`config.mk`:
```
export PLATFORM = sky130hd
export DESIGN_NAME = instr_word_loader
export DESIGN_NICKNAME = d
export VERILOG_FILES = /design/src/rtl/instr_word_loader.sv
export SDC_FILE = /design/constraint.sdc
export NUM_CORES = 1
export LEC_CHECK = 0
export CAP_MARGIN = 20
export CORE_ASPECT_RATIO = 0.75
export CORE_MARGIN = 5
export CORE_UTILIZATION = 42
export DETAILED_ROUTE_END_ITERATION = 6
export GPL_TIMING_DRIVEN = 0
export PLACE_DENSITY = 0.8
export SLEW_MARGIN = 40
export SYNTH_ARGS = -nofsm -noshare
export SYNTH_HDL_FRONTEND = slang
export SYNTH_SLANG_ARGS = --single-unit
export TNS_END_PERCENT = 10
```
`constraint.sdc`:
```
create_clock -name clk -period 2.5 [get_ports clk]
set_input_delay 0.375 -clock clk [delete_from_list [all_inputs] [get_ports clk]]
set_output_delay 0.375 -clock clk [all_outputs]
set_load 0.01 [all_outputs]
```
`src/rtl/instr_word_loader.sv`:
```
// Packs decoded instruction fields into 32-bit MIPS words and streams them into instruction memory.
// Optional build macro ILLEGAL_OP_NOP_EN: illegal opcodes write a NOP instead of being dropped.
module instr_word_loader #(
    parameter int unsigned ADDR_W = 8
) (
    input  logic              clk,
    input  logic              rst,
    input  logic              start,
    input  logic              in_valid,
    output logic              in_ready,
    input  logic [5:0]        in_op,
    input  logic [4:0]        in_rs,
    input  logic [4:0]        in_rt,
    input  logic [4:0]        in_rd,
    input  logic [4:0]        in_shamt,
    input  logic [5:0]        in_funct,
    input  logic [15:0]       in_imm,
    input  logic [25:0]       in_target,
    input  logic              in_last,
    output logic              im_we,
    output logic [ADDR_W-1:0] im_addr,
    output logic [31:0]       im_wdata,
    output logic              cpu_hold,
    output logic              done,
    output logic              err,
    output logic [ADDR_W:0]   word_count
);

    typedef enum logic [1:0] {StIdle, StLoad, StDone} state_e;

    state_e            state_q, state_d;
    logic [ADDR_W-1:0] ptr_q, ptr_d;
    logic [ADDR_W:0]   wc_q, wc_d;
    logic              err_q, err_d;
    logic              we_q, we_d;
    logic [ADDR_W-1:0] addr_q, addr_d;
    logic [31:0]       wdata_q, wdata_d;

    logic [31:0] enc;
    logic        legal;
    logic        accept;
    logic        do_write;
    logic        at_top;

    always_comb begin
        enc   = '0;
        legal = 1'b1;
        case (in_op)
            6'b000000: enc = {in_op, in_rs, in_rt, in_rd, in_shamt, in_funct};
            6'b100011, 6'b101011, 6'b000100, 6'b000101: enc = {in_op, in_rs, in_rt, in_imm};
            6'b000010: enc = {in_op, in_target};
            default: begin
                enc   = '0;
                legal = 1'b0;
            end
        endcase
    end

    assign accept = in_valid && (state_q == StLoad);
`ifdef ILLEGAL_OP_NOP_EN
    assign do_write = accept;
`else
    assign do_write = accept && legal;
`endif
    assign at_top = (ptr_q == {ADDR_W{1'b1}});

    always_comb begin
        state_d = state_q;
        ptr_d   = ptr_q;
        wc_d    = wc_q;
        err_d   = err_q;
        we_d    = 1'b0;
        addr_d  = addr_q;
        wdata_d = wdata_q;
        unique case (state_q)
            StIdle: begin
                if (start) begin
                    state_d = StLoad;
                    ptr_d   = '0;
                    wc_d    = '0;
                    err_d   = 1'b0;
                end
            end
            StLoad: begin
                if (accept) begin
                    if (!legal) err_d = 1'b1;
                    if (do_write) begin
                        we_d    = 1'b1;
                        addr_d  = ptr_q;
                        wdata_d = enc;
                        wc_d    = wc_q + 1'b1;
                        // Pointer saturates at the top; the load ends there anyway.
                        if (!at_top) ptr_d = ptr_q + 1'b1;
                    end
                    if (in_last) begin
                        state_d = StDone;
                    end else if (do_write && at_top) begin
                        state_d = StDone;
                        err_d   = 1'b1;
                    end
                end
            end
            StDone: state_d = StIdle;
            default: state_d = StIdle;
        endcase
    end

    always_ff @(posedge clk) begin
        if (rst) begin
            state_q <= StIdle;
            ptr_q   <= '0;
            wc_q    <= '0;
            err_q   <= 1'b0;
            we_q    <= 1'b0;
            addr_q  <= '0;
            wdata_q <= '0;
        end else begin
            state_q <= state_d;
            ptr_q   <= ptr_d;
            wc_q    <= wc_d;
            err_q   <= err_d;
            we_q    <= we_d;
            addr_q  <= addr_d;
            wdata_q <= wdata_d;
        end
    end

    assign in_ready   = (state_q == StLoad);
    assign cpu_hold   = (state_q != StIdle);
    assign done       = (state_q == StDone);
    assign err        = err_q;
    assign im_we      = we_q;
    assign im_addr    = addr_q;
    assign im_wdata   = wdata_q;
    assign word_count = wc_q;

endmodule

```
Word-level counts from Yosys, hierarchy flattened
Index checks and enable logic that the tools add are counted.
- register bits after elaboration: 61
- input port bits: 79
- output and inout bits: 54
- word-level logic and storage cells: 62
- $add $sub $neg: 2
- eq/ne operators: 13
- muxes and demuxes: 23
- bitwise operators: 2
- reductions and logical operators: 15
- operators by type and width (operator ; count):
    32-bit case mux with 3 select lines ; 1
    8-bit 2-to-1 mux ; 4
    9-bit 2-to-1 mux ; 3
    9-bit case mux with 2 select lines ; 1
    8-bit case mux with 2 select lines ; 1
    6-bit by 3-bit equality test with 1-bit output (second input constant) ; 2
    6-bit equality test (second input constant) ; 2
    9-bit by 1-bit adder with 9-bit output (second input constant) ; 1
    3-bit AND reduction ; 3
    8-bit by 1-bit adder with 8-bit output (second input constant) ; 1
    8-bit equality test (second input constant) ; 1
    2-bit 2-to-1 mux ; 4
    1-bit 2-to-1 mux ; 7
    6-bit by 2-bit equality test with 1-bit output (second input constant) ; 1
    6-bit zero test ; 1
    6-bit OR reduction ; 1
    5-bit AND reduction ; 1
    2-bit by 1-bit != test with 1-bit output (second input constant) ; 2
    2-bit != test (second input constant) ; 2
    2-bit case mux with 2 select lines ; 1
    4-bit AND reduction ; 1
    2-bit nonzero test ; 2
    4-bit OR reduction ; 1
    1-bit logical AND ; 3
    other kinds (7) ; 8

Depth between registers and ports, before layout
Gate-level depths: netlist of the first run.
- word-level depth: 9
- depth in mapped cells: 7
- mapped depth without buffers: 5

Least setup slack after synthesis of the first run
No wires, ideal clock.
- kind: input to register
- from: input port in_op[4]
- to: register wc_q[5], in the netlist word_count[5]
- setup time: 0.121 ns
- data arrival time: 1.776 ns
- setup slack: 0.603 ns
- stages: 5
- buffers on the path: 1
- cell sequence: buf_6 or3_1 o221a_2 or3_1 mux2_2
- cells in the longest elaborated chain, start to end: 6
- elaborated cells on any way between the ends: 11
- those cells by class: eq/ne (6); mux (1); reduce/logical (4)
- ends and longest elaborated chain (what ; RTL line ; RTL):
    from (decl) ; 11 ; input logic [5:0] in_op,
    6-bit by 2-bit equality test with 1-bit output (tied with other cells) ; 48 ; case (in_op)
    6-bit OR reduction (no source line) (*) ; n/a ;
    1-bit 2-to-1 mux (*) ; 48 ;
    1-bit logical AND (*) ; 63 ; assign do_write = accept && legal;
    2-bit by 1-bit != test with 1-bit output (no source line) (*) ; n/a ;
    4-bit AND reduction (no source line) (*) ; n/a ;
    to (signal assigned) ; 120 ; wc_q <= wc_d;
    to (decl) ; 33 ; logic [ADDR_W:0] wc_q, wc_d;
Every way passes the cells marked *; elsewhere a longest branch is shown, timed or not.
A chain may end at the register's enable or synchronous reset.

Worst setup path after layout of the first run
- from: input port in_op[1]
- to: register wdata_q[9], in the netlist im_wdata[9]
- cells in the longest elaborated chain, start to end: 5
- elaborated cells on any way between the ends: 12
- those cells by class: eq/ne (5); mux (2); reduce/logical (5)
- ends and longest elaborated chain (what ; RTL line ; RTL):
    6-bit by 2-bit equality test with 1-bit output (tied with other cells) ; 48 ;
    6-bit OR reduction (no source line) ; n/a ;
    1-bit 2-to-1 mux ; 48 ;
    1-bit logical AND ; 63 ;
    3-bit AND reduction (no source line) ; n/a ;
    to (signal assigned) ; 124 ; wdata_q <= wdata_d;
    to (decl) ; 37 ; logic [31:0] wdata_q, wdata_d;
Parallel ways exist; a longest one is shown, timed or not.

==> impl_metrics.yaml, run 1 <==
clocking:
  clock_insertion_delay_worst_skew_ns: 0.35
  numCtsBuffers: 9
  cts_sinks: 61
  clk_path_buf_depth: 2
  htree_levels: 3
  cts_post_setup_buffers_inserted: 0
  cts_resized: 0
  root_buffer: "clkbuf_8"
  clkSlewWorstSetupHoldPaths_ns: 0.08
  ctsHoldBuffers: 0
  cts_tree: "yes"
grt:
  grt_pass1_vias: 3229
  overflow: 0
  gr-usage-all-layers_pct: 23.3
  grt_max_degree: 12
  antenna_found_initial: 0
  grt_pass1_wl_mm: 16.7
layout:
  fin_util_pct: 67.2
  synthToLayoutAreaGrowth_pct: 53.1
  finalNetCount: 551
  fin_cells: 573
  drive_gt1_share_pct: 11.4
  antenna_cells: 0
detailed_routing:
  viasPerCell: 5.95
  route.detailed.drc: 16
  avgRoutedWirePerCell_um: 18.6
  drtAntennaViolNets: 0
  route.vias.total: 3410
  routed_wl_mm: 10.6
  first_pass_iters: 7
  drt_iter0_markers: 309
yosys:
  synth.avg_cell_area_sq_um: 9.25
  ys.flop_type: "dfxtp_1"
  synth_top_cell_area_share_pct: 40.1
  synth_cells: 329
  synth_area_sq_um: 3040
  synth_edf_count: 0
  synth_cell_types: 49
  yosysWarnings: 0
  synth_fp_nets: 410
  synth_top_cell_by_area: "dfxtp_1"
  synth_area_leaders: "dfxtp_1 40%, a21oi_1 8.4%, a211oi_2 5.8%"
  seq_area_frac_synth_pct: 40.1
  synth-seq-cells: 61
  ys_async_sr_fraction_pct: 0
worst_setup_path:
  r2r_cells: 6
  end_kind: "flip-flop"
  r2r-start: "state_q[0]"
  cp.arrival_ns: 2.58
  setup.worst_path.start_class: "input pin"
  path_class: "input pin to flip-flop"
  cp.required_ns: 2.76
  r2r_end: "im_wdata[13]"
  reg2reg_slack_ns: 0.50
  cp_max_fo: 10
sta:
  hold_viol_final: 0
  rsz0062_at_grt: "false"
  finClkSkew_ns: 0.00704
  fin_crit_ns: 2.32
  slew_headroom_pct: 55.4
  post-route-period-util_pct: 92.7
  holdWs_ns: 0.336
  worstMarginPinSlew_ns: 0.666
  fmax_ghz: 0.431
  setup_viol: 0
  finalMaxSlewViolations: 0
floorplan:
  fp.dieW_um: 108
  initial_utilization_pct: 43.9
  die_area_sq_um: 9060
  die_y_um: 83.7
  rows: 26
  coreArea_sq_um: 6930
  io_pins: 133
place:
  dp_cells: 557
  routabilityCongestion: 0.892
  hpwlAfterDp_mm: 8.07
  io_buffers: 130
status:
  violations: "DRC"
  status: "finished with violations"
power_and_ir_drop:
  powerDensity_nw_per_um2: 468
  sw_frac_of_total_pct: 25.8
  p_int_w: 0.00162
  power_w: 0.00218
  clkPwrFrac_pct: 39.6
  p_sw_w: 0.000564
  leakagePower_nw: 1.49
  seqPwrFrac_pct: 45.4
  ir_worst_vdd_mv: 0.270
  pwr-share-comb_pct: 15.0
hold_path:
  whs_path_depth: 3
  hold_start: "in_op[2]"
  hold_end: "im_wdata[28]"
  hold_class: "input pin to flip-flop"
job:
  max_cap_viol_count: 0
layout by cell type (no fill, tap or decap), types with 7 or more instances in the layout:
master	instances
clkbuf_1	20
or3_1	9
clkdlybuf4s50_1	130
a21oi_1	51
a32oi_1	10
dfxtp_1	61
clkbuf_8	9
a211oi_2	14
or4_1	9
nand3_1	17
o31ai_1	7
a222oi_1	16
a211oi_1	12
nand2_1	9
o21ai_0	18
power by group through the flow:
| stage | sequential, W | combinational [W] | clock (W) |
|---|---|---|---|
| 4_1_cts | 0.000989 | 0.000326 | 0.000875 |
| 3_3_place_gp | 0.00101 | 0.000318 | 0 |
| 5_1_grt | 0.000990 | 0.000350 | 0.000916 |
| 2_1_floorplan | 0.00101 | 0.000128 | 0 |
| 3_5_place_dp | 0.00101 | 0.000324 | 0 |
| 6_report | 0.000989 | 0.000327 | 0.000864 |
metrics by stage:
| step | worst slack (ns) | area, sq um | setup TNS (ns) |
|---|---|---|---|
| 2_1_floorplan | 0.603 | 3040 | 0 |
| 3_3_place_gp | -0.129 | 4470 | -1.58 |
| 3_5_place_dp | -0.177 | 4470 | -2.68 |
| 4_1_cts | 0.177 | 4660 | 0 |
| 5_1_grt | 0.0681 | 4660 | 0 |
| 6_report | 0.181 | 4660 | 0 |
cells by family after synthesis:
logic type      count (synthesis)  share of synthesized area [%]
compound gates                143                           34.5
fa+ha+maj                       2                          0.823
buf+inv                        35                           6.17
flops                          61                           40.1
mux                             5                           1.73
simple gates                   83                           16.7
per-layer routing:
metal / wire length, um / vias up / global-route usage [%]
met2: 4830 / 184 / 35.0
met4: 239 / 0 / 9.17
met3: 1020 / 20 / 6.81
met1: 4550 / 1612 / 31.2
li1: - / 1594 / -
met5: 0 / - / 0
Yosys cell counts, types with 3 or more instances:
cell type / count
dfxtp_1: 61
a21oi_1: 51
clkbuf_1: 19
o21ai_0: 18
nand3_1: 17
a222oi_1: 16
a211oi_2: 14
a211oi_1: 12
a32oi_1: 10
nand2_1: 9
or3_1: 9
or4_1: 9
o31ai_1: 7
buf_2: 6
buf_6: 6
nor2_1: 6
nand4_1: 5
nor2b_1: 4
and3_1: 3
inv_1: 3
mux2i_1: 3
o311ai_0: 3
or2_2: 3
area by class of cell:
cell class | instances | area [sq um]
buffer | 32 | 176
clock buffer | 10 | 128
sequential | 61 | 1220
timing repair buffer | 130 | 1300
fill | 590 | 2270
multi-input combinational | 233 | 1630
inverter | 3 | 11.3
tap | 98 | 123
clock inverter | 6 | 63.8
how the worst max path moves through the flow:
| stage | startpoint | end | slack (ns) | cells after the start |
|---|---|---|---|---|
| 4_1_cts | in_op[1] | im_wdata[9] | 0.18 | 6 |
| 6_report | in_op[1] | im_wdata[9] | 0.18 | 6 |
| 5_1_grt | in_op[1] | im_wdata[9] | 0.07 | 6 |
| 3_3_place_gp | in_op[1] | im_wdata[0] | -0.13 | 6 |
| 3_5_place_dp | in_op[1] | im_wdata[9] | -0.18 | 6 |
| 2_1_floorplan | in_op[4] | word_count[5] | 0.60 | 5 |
critical path, stage by stage:
cell,delay (ns)
clkdlybuf4s50_1,0.52
or4b_1,0.58
a21oi_1,0.55
buf_6,0.23
a222oi_1,0.10
a211oi_2,0.22
state kept, by name (all words and copies together) (netlist names):
| name | cells |
|---|---|
| im_addr | 8 |
| im_wdata | 32 |
| err | 1 |
| state_q | 2 |
| im_we | 1 |
| word_count | 9 |
| ptr_q | 8 |
No activity file was read; power rests on OpenSTA's default activity.
==> run 2, diff against run 1 <==
HOLD_SLACK_MARGIN = 0.1   (was not set)
==> results of run 2 <==
Final layout, timing and power as in run 1 (identical DEF).
==> run 3, diff against run 2 <==
CTS_CLUSTER_SIZE = 10   (was not set)
==> results of run 3 <==
Final layout, timing and power as in run 1 (identical DEF).
